<file path="config.mk">
export PLATFORM = sky130hd
export DESIGN_NAME = axis_pkt_arbiter
export DESIGN_NICKNAME = d
export VERILOG_FILES = /design/src/rtl/axis_pkt_arbiter.sv
export SDC_FILE = /design/constraint.sdc
export NUM_CORES = 1
export LEC_CHECK = 0
export BUFFER_PORTS_ARGS = -buffer_cell sky130_fd_sc_hd__clkbuf_2
export CORE_AREA = 2 2 293 295
export DETAILED_ROUTE_END_ITERATION = 10
export DIE_AREA = 0 0 295 297
export GPL_TIMING_DRIVEN = 0
export SYNTH_ARGS = -nofsm -noshare
export SYNTH_HDL_FRONTEND = slang
export SYNTH_SLANG_ARGS = --single-unit
export TNS_END_PERCENT = 30
</file>
<file path="constraint.sdc">
create_clock -name clk -period 2.5 [get_ports clk]
set_input_delay 0.125 -clock clk [delete_from_list [all_inputs] [get_ports clk]]
set_output_delay 0.125 -clock clk [all_outputs]
set_load 0.02 [all_outputs]
</file>
<file path="src/rtl/axis_pkt_arbiter.sv">
// -----------------------------------------------------------------------------
// axis_pkt_arbiter
//
// Packet-atomic round-robin arbiter. It merges NUM_PORTS AXI-Stream sources
// into one registered stream that feeds the write side of an async CDC FIFO.
// A grant is held from the first beat of a packet to its TLAST, so packets
// are never interleaved. New packets start only while the FIFO reports room
// (fifo_almost_full low). Per-port enables let software quiesce sources.
//
// Ports:
//   clk, rst_n            clock, asynchronous active-low reset
//   s_axis_*              NUM_PORTS slave streams; port i at slice [i*W +: W]
//   s_axis_tready         per-port ready, only the granted port may see 1
//   m_axis_*              merged master stream, all payload fields registered
//   m_axis_tid            source port of the beat on m_axis
//   fifo_almost_full      blocks new packet starts (not packets in flight)
//   cfg_port_en           per-port arbitration enable
//   busy                  high while a packet is in flight
//   cur_grant             currently or last granted port
//
// Optional build macro:
//   AXIS_ARB_STATS_EN     adds stat_clr input plus stat_pkt_cnt (per-port
//                         completed packets) and stat_stall_cnt (IDLE cycles
//                         with requests blocked by fifo_almost_full).
// -----------------------------------------------------------------------------
module axis_pkt_arbiter #(
  parameter int  NUM_PORTS  = 4,
  parameter int  DATA_WIDTH = 64,
  parameter int  KEEP_WIDTH = DATA_WIDTH / 8,
  parameter int  USER_WIDTH = 72,
  localparam int ID_WIDTH   = $clog2(NUM_PORTS)
) (
  input  logic                             clk,
  input  logic                             rst_n,
  input  logic [NUM_PORTS*DATA_WIDTH-1:0]  s_axis_tdata,
  input  logic [NUM_PORTS*KEEP_WIDTH-1:0]  s_axis_tkeep,
  input  logic [NUM_PORTS-1:0]             s_axis_tlast,
  input  logic [NUM_PORTS*USER_WIDTH-1:0]  s_axis_tuser,
  input  logic [NUM_PORTS-1:0]             s_axis_tvalid,
  output logic [NUM_PORTS-1:0]             s_axis_tready,
  output logic [DATA_WIDTH-1:0]            m_axis_tdata,
  output logic [KEEP_WIDTH-1:0]            m_axis_tkeep,
  output logic                             m_axis_tlast,
  output logic [USER_WIDTH-1:0]            m_axis_tuser,
  output logic [ID_WIDTH-1:0]              m_axis_tid,
  output logic                             m_axis_tvalid,
  input  logic                             m_axis_tready,
  input  logic                             fifo_almost_full,
  input  logic [NUM_PORTS-1:0]             cfg_port_en,
  output logic                             busy,
`ifdef AXIS_ARB_STATS_EN
  input  logic                             stat_clr,
  output logic [NUM_PORTS*32-1:0]          stat_pkt_cnt,
  output logic [31:0]                      stat_stall_cnt,
`endif
  output logic [ID_WIDTH-1:0]              cur_grant
);

  typedef enum logic [0:0] {
    ST_IDLE = 1'b0,
    ST_PKT  = 1'b1
  } state_e;

  localparam logic [ID_WIDTH-1:0] ID_ZERO   = {ID_WIDTH{1'b0}};
  localparam logic [ID_WIDTH-1:0] LAST_PORT = ID_WIDTH'(NUM_PORTS - 1);

  // Successor port with an explicit wrap so non-power-of-two counts work.
  function automatic logic [ID_WIDTH-1:0] next_port(input logic [ID_WIDTH-1:0] p);
    logic [ID_WIDTH-1:0] r;
    if (p == LAST_PORT) begin
      r = ID_ZERO;
    end else begin
      r = p + ID_WIDTH'(1'b1);
    end
    return r;
  endfunction

  // Round-robin search starting at ptr; returns {found, port}.
  function automatic logic [ID_WIDTH:0] rr_pick(input logic [NUM_PORTS-1:0] req,
                                                input logic [ID_WIDTH-1:0]  ptr);
    logic                found;
    logic [ID_WIDTH-1:0] cand;
    logic [ID_WIDTH-1:0] pick;
    found = 1'b0;
    pick  = ID_ZERO;
    cand  = ptr;
    for (int i = 0; i < NUM_PORTS; i++) begin
      if (!found && req[cand]) begin
        found = 1'b1;
        pick  = cand;
      end else begin
        pick  = pick;
      end
      cand = next_port(cand);
    end
    return {found, pick};
  endfunction

  state_e                   state_q, state_d;
  logic [ID_WIDTH-1:0]      rr_ptr_q, rr_ptr_d;
  logic [ID_WIDTH-1:0]      cur_grant_q, cur_grant_d;
  logic                     m_valid_q, m_valid_d;
  logic [DATA_WIDTH-1:0]    m_data_q, m_data_d;
  logic [KEEP_WIDTH-1:0]    m_keep_q, m_keep_d;
  logic                     m_last_q, m_last_d;
  logic [USER_WIDTH-1:0]    m_user_q, m_user_d;
  logic [ID_WIDTH-1:0]      m_tid_q, m_tid_d;

  logic [NUM_PORTS-1:0]     req_s;
  logic [NUM_PORTS-1:0]     tready_s;
  logic                     pick_found_s;
  logic [ID_WIDTH-1:0]      pick_s;
  logic                     out_free_s;
  logic                     beat_xfer_s;
  logic [DATA_WIDTH-1:0]    g_data_s;
  logic [KEEP_WIDTH-1:0]    g_keep_s;
  logic                     g_last_s;
  logic [USER_WIDTH-1:0]    g_user_s;

  // Arbitration, per-port ready and output-register load decisions.
  always_comb begin
    state_d     = state_q;
    rr_ptr_d    = rr_ptr_q;
    cur_grant_d = cur_grant_q;
    m_valid_d   = m_valid_q;
    m_data_d    = m_data_q;
    m_keep_d    = m_keep_q;
    m_last_d    = m_last_q;
    m_user_d    = m_user_q;
    m_tid_d     = m_tid_q;
    tready_s    = {NUM_PORTS{1'b0}};
    beat_xfer_s = 1'b0;

    req_s                  = s_axis_tvalid & cfg_port_en;
    {pick_found_s, pick_s} = rr_pick(req_s, rr_ptr_q);
    // The output register can take a beat when empty or draining this cycle.
    out_free_s = !m_valid_q || m_axis_tready;

    g_data_s = s_axis_tdata[int'(cur_grant_q) * DATA_WIDTH +: DATA_WIDTH];
    g_keep_s = s_axis_tkeep[int'(cur_grant_q) * KEEP_WIDTH +: KEEP_WIDTH];
    g_user_s = s_axis_tuser[int'(cur_grant_q) * USER_WIDTH +: USER_WIDTH];
    g_last_s = s_axis_tlast[cur_grant_q];

    case (state_q)
      ST_IDLE: begin
        if (!fifo_almost_full && pick_found_s) begin
          state_d     = ST_PKT;
          cur_grant_d = pick_s;
        end else begin
          state_d     = ST_IDLE;
        end
      end
      ST_PKT: begin
        tready_s[cur_grant_q] = out_free_s;
        beat_xfer_s           = out_free_s && s_axis_tvalid[cur_grant_q];
        // A stalled source keeps the grant; only TLAST releases it.
        if (beat_xfer_s && g_last_s) begin
          state_d  = ST_IDLE;
          rr_ptr_d = next_port(cur_grant_q);
        end else begin
          state_d  = ST_PKT;
        end
      end
      default: begin
        state_d = ST_IDLE;
      end
    endcase

    if (beat_xfer_s) begin
      m_valid_d = 1'b1;
      m_data_d  = g_data_s;
      m_keep_d  = g_keep_s;
      m_last_d  = g_last_s;
      m_user_d  = g_user_s;
      m_tid_d   = cur_grant_q;
    end else if (m_axis_tready) begin
      m_valid_d = 1'b0;
    end else begin
      m_valid_d = m_valid_q;
    end
  end

  // FSM state, round-robin pointer and registered output stream.
  always_ff @(posedge clk or negedge rst_n) begin
    if (!rst_n) begin
      state_q     <= ST_IDLE;
      rr_ptr_q    <= ID_ZERO;
      cur_grant_q <= ID_ZERO;
      m_valid_q   <= 1'b0;
      m_data_q    <= {DATA_WIDTH{1'b0}};
      m_keep_q    <= {KEEP_WIDTH{1'b0}};
      m_last_q    <= 1'b0;
      m_user_q    <= {USER_WIDTH{1'b0}};
      m_tid_q     <= ID_ZERO;
    end else begin
      state_q     <= state_d;
      rr_ptr_q    <= rr_ptr_d;
      cur_grant_q <= cur_grant_d;
      m_valid_q   <= m_valid_d;
      m_data_q    <= m_data_d;
      m_keep_q    <= m_keep_d;
      m_last_q    <= m_last_d;
      m_user_q    <= m_user_d;
      m_tid_q     <= m_tid_d;
    end
  end

  assign s_axis_tready = tready_s;
  assign m_axis_tvalid = m_valid_q;
  assign m_axis_tdata  = m_data_q;
  assign m_axis_tkeep  = m_keep_q;
  assign m_axis_tlast  = m_last_q;
  assign m_axis_tuser  = m_user_q;
  assign m_axis_tid    = m_tid_q;
  assign busy          = (state_q == ST_PKT);
  assign cur_grant     = cur_grant_q;

`ifdef AXIS_ARB_STATS_EN
  logic [31:0] pkt_cnt_q [NUM_PORTS];
  logic [31:0] pkt_cnt_d [NUM_PORTS];
  logic [31:0] stall_cnt_q, stall_cnt_d;

  // Counter next values; a clear discards this cycle's increments.
  always_comb begin
    for (int i = 0; i < NUM_PORTS; i++) begin
      pkt_cnt_d[i] = pkt_cnt_q[i];
    end
    stall_cnt_d = stall_cnt_q;
    if (stat_clr) begin
      for (int i = 0; i < NUM_PORTS; i++) begin
        pkt_cnt_d[i] = 32'd0;
      end
      stall_cnt_d = 32'd0;
    end else begin
      if (beat_xfer_s && g_last_s) begin
        pkt_cnt_d[cur_grant_q] = pkt_cnt_q[cur_grant_q] + 32'd1;
      end else begin
        pkt_cnt_d[cur_grant_q] = pkt_cnt_q[cur_grant_q];
      end
      if ((state_q == ST_IDLE) && (req_s != {NUM_PORTS{1'b0}}) && fifo_almost_full) begin
        stall_cnt_d = stall_cnt_q + 32'd1;
      end else begin
        stall_cnt_d = stall_cnt_q;
      end
    end
  end

  // Statistics counter registers.
  always_ff @(posedge clk or negedge rst_n) begin
    if (!rst_n) begin
      for (int i = 0; i < NUM_PORTS; i++) begin
        pkt_cnt_q[i] <= 32'd0;
      end
      stall_cnt_q <= 32'd0;
    end else begin
      for (int i = 0; i < NUM_PORTS; i++) begin
        pkt_cnt_q[i] <= pkt_cnt_d[i];
      end
      stall_cnt_q <= stall_cnt_d;
    end
  end

  // Flatten per-port counts onto the output bus.
  always_comb begin
    stat_pkt_cnt = {(NUM_PORTS*32){1'b0}};
    for (int i = 0; i < NUM_PORTS; i++) begin
      stat_pkt_cnt[i*32 +: 32] = pkt_cnt_q[i];
    end
  end

  assign stat_stall_cnt = stall_cnt_q;
`endif

endmodule

</file>
==> results.toml <==
[finish]
final_common_cell = "clkbuf_2"
layout.cells.non_filler = 2504
fin_util_pct = 18.39
syn2layout_area_growth_pct = 62.26
fin_area_mm2 = 0.01553
drive_above_1_share_pct = 76.19
nets = 1932
nFillCells = 9244
layout_common_cells = "clkbuf_2 (751), dfrtp_1 (152), mux4_2 (146), mux2_1 (94), mux2_2 (54)"

[place]
dp_hpwl_mm = 42.06
io_buffers = 746
dp_cells = 2455
pre_cts_slack_ns = -0.8030
placed_cell_area_mm2 = 0.01479
routabilityCongestion = 0.9269

[synth]
syn_avg_cell_area_um2 = 17.00
synth-compound-area-share_pct = 1.634
async_reset_ff_share_pct = 100.0
synth.distinct_cells = 37
synth-simple-area-share_pct = 1.817
ys_seq_area_share_pct = 40.00
synth-edff-count = 0
netlist_area_mm2 = 0.009572
synth-xor-area-share_pct = 0
ys_ff_latch = 153
syn_inst = 563
muxShareOfSynthArea_pct = 51.97
post-synth-top-area-fraction_pct = 40.00
yosys_warnings = 0
syn_nets = 1160
synth_flop_cell = "dfrtp_1"
yosysTopAreaCell = "dfrtp_1"
synth_top_family_by_area = "multiplexers"
synthTopCellsByArea = "dfrtp_1 (40%), mux4_2 (34%), mux2_1 (11%)"
synthAdderAreaFrac_pct = 0.6536

[grt]
use_met3_pct = 3.086
gr-usage-met1_pct = 13.03
use_met2_pct = 17.81
grt_pass1_wl_mm = 67.31
overflow = 0
busiest_layer = "met2"
grt_pass1_vias = 9767
grt_max_degree = 81
grt_util_all_layers_pct = 10.97
antenna_found_initial = 16

[floorplan]
rows = 107
dieArea_mm2 = 0.08762
initial_core_util_pct = 11.33
ios = 747
die_h_um = 297
die_x_um = 295
coreArea_mm2 = 0.08448

[worst_hold_path]
worstHoldEndpoint = "m_axis_tdata[29]"
min_path_type = "input pin to flip-flop"
hold_depth = 3
min-delay-start = "s_axis_tdata[157]"

[timing]
tns_ns = 0
setup_viol = 0
fin_crit_ns = 2.381
rsz0062_at_grt = "false"
fmax_mhz = 419.9
hold_violations = 0
slew_headroom_pct = 46.32
clock_skew_ns = 0.01297
period_share_pct = 95.26
max_slew.worst_pin.slew_ns = 0.8051
worst_slack_ns = 0.1186
drv_slew = 0

[pwr]
ir_drop_v = 0.0004610
power_frac_seq_pct = 24.3
clkPwrFrac_pct = 15.2
p_sw_mw = 8.227
combPwrFrac_pct = 60.6
power_leakage_nw = 7.252
switching_share_pct = 43.70
intPower_mw = 10.60
power_density_mw_per_mm2 = 1212

[setup_path]
crit_path_start = "cur_grant[0]"
rr_worst_depth = 5
rrSetupSlack_ns = 0.12
critPathLaunchType = "flip-flop"
criticalPathCategory = "flip-flop to flip-flop"
cp.required_ns = 2.86
worst_ep_arrival_time_ns = 2.74
worstReg2RegStart = "cur_grant[0]"
worstPathMaxFanout = 10
crit_path_end_kind = "flip-flop"
reg2reg_to = "m_axis_tuser[7]"

[routing]
drtPass1Iterations = 4
drt_iter0_drc = 486
ant_nets = 0
detailroute.via_count = 9134
via_per_inst = 3.648
drcViolationCount = 0
wirelength_mm = 49.54
routedWlPerCell_um = 19.78

[clock_network]
cts_tree = "built"
cts_buffers = 17
root_buffer = "clkbuf_16"
clk_pin_slew_ns = 0.08
cts_buffer_depth = 2
postCtsSetupBuffers = 0
cts.sinks = 153
htreeDepth = 4
insertion_delay_ns = 0.47

[flow_run]
drv_cap = 0

[status]
status = "completed"
-- synth_stat cells (2+ instances only) --
cell,number
inv_1,3
o211ai_1,2
nor2_1,3
a31oi_1,5
mux4_2,146
o211a_1,2
buf_6,2
nand2_1,13
and3_1,4
mux2_2,54
clkbuf_1,15
buf_1,2
a21o_1,2
buf_2,17
buf_8,9
buf_4,5
o21ai_0,3
mux2i_1,2
nand4_1,2
nand3_1,4
ha_1,5
mux2_1,94
and2_1,3
dfrtp_1,153
-- worst max-delay path: stages (launching register included) --
cell and delay, ns:
dfrtp_1 0.40, clkbuf_4 0.24, buf_8 0.24, buf_6 0.28
mux4_2 0.70, mux2_1 0.34
-- registers in the layout, indices dropped and copies added (netlist names) --
name / flops
busy: 1
cur_grant: 2
m_axis_tdata: 64
m_axis_tid: 2
m_axis_tkeep: 8
m_axis_tlast: 1
m_axis_tuser: 72
m_axis_tvalid: 1
rr_ptr_q: 2
-- metrics by stage --
step           total power, mW  hold WS [ns]
6_report                 18.83       0.06946
3_5_place_dp             16.14        0.1905
3_3_place_gp             15.98        0.4140
4_1_cts                  19.25      0.001225
5_1_grt                  20.02       0.03933
2_1_floorplan            11.82       -0.1706
-- what timing repair did --
action	in CTS	in global routing
pin swaps	0	0
endpoints found under the hold margin	78	0
endpoints found under the setup margin	141	18
hold buffers	5	0
resized for setup	22	3
-- final cells by class --
type | instances | area, um^2 | share of cell area (%)
multi-input cells | 356 | 5373 | 34.59
repair buffers | 753 | 3835 | 24.69
flip-flops and latches | 153 | 3830 | 24.66
well taps | 1144 | 1431 | 9.216
clock buffers | 21 | 480.5 | 3.094
plain buffers | 51 | 407.9 | 2.626
clock inverters | 11 | 132.6 | 0.8539
diodes | 12 | 30.03 | 0.1933
inverters | 3 | 11.26 | 0.07250
-- power groups by stage --
stage | combinational, mW | sequential [mW] | clock, mW
floorplan | 5.80 | 6.02 | 0
global placement | 11.4 | 4.56 | 0
detailed placement | 11.5 | 4.61 | 0
CTS | 11.6 | 4.58 | 3.05
global route | 12.2 | 4.73 | 3.11
finish | 11.4 | 4.57 | 2.86
-- worst max-delay path by stage --
stage          depth (start not counted)  slack [ns]               end
2_1_floorplan                          6        0.43  m_axis_tdata[29]
3_3_place_gp                           1       -1.82  m_axis_tuser[33]
3_5_place_dp                           5       -0.80   m_axis_tuser[7]
4_1_cts                                7      -0.005  s_axis_tready[0]
5_1_grt                                5        0.01   m_axis_tuser[7]
6_report                               5        0.12   m_axis_tuser[7]
-- cell families (layout without fill, tap and decap cells) --
family,Yosys count,in the layout
compound gates,21,21
fa+ha+maj,5,5
buf+inv,54,839
flops,153,153
mux,296,296
other cells,0,12
simple gates,34,34
-- routing by layer --
| metal | vias up | wire length [um] |
|---|---|---|
| met5 | - | 26 |
| met4 | 4 | 2396 |
| met3 | 73 | 3835 |
| met2 | 561 | 23230 |
| met1 | 4618 | 20050 |
| li1 | 3878 | - |
Note: power is estimated with default switching activity, not from simulation.
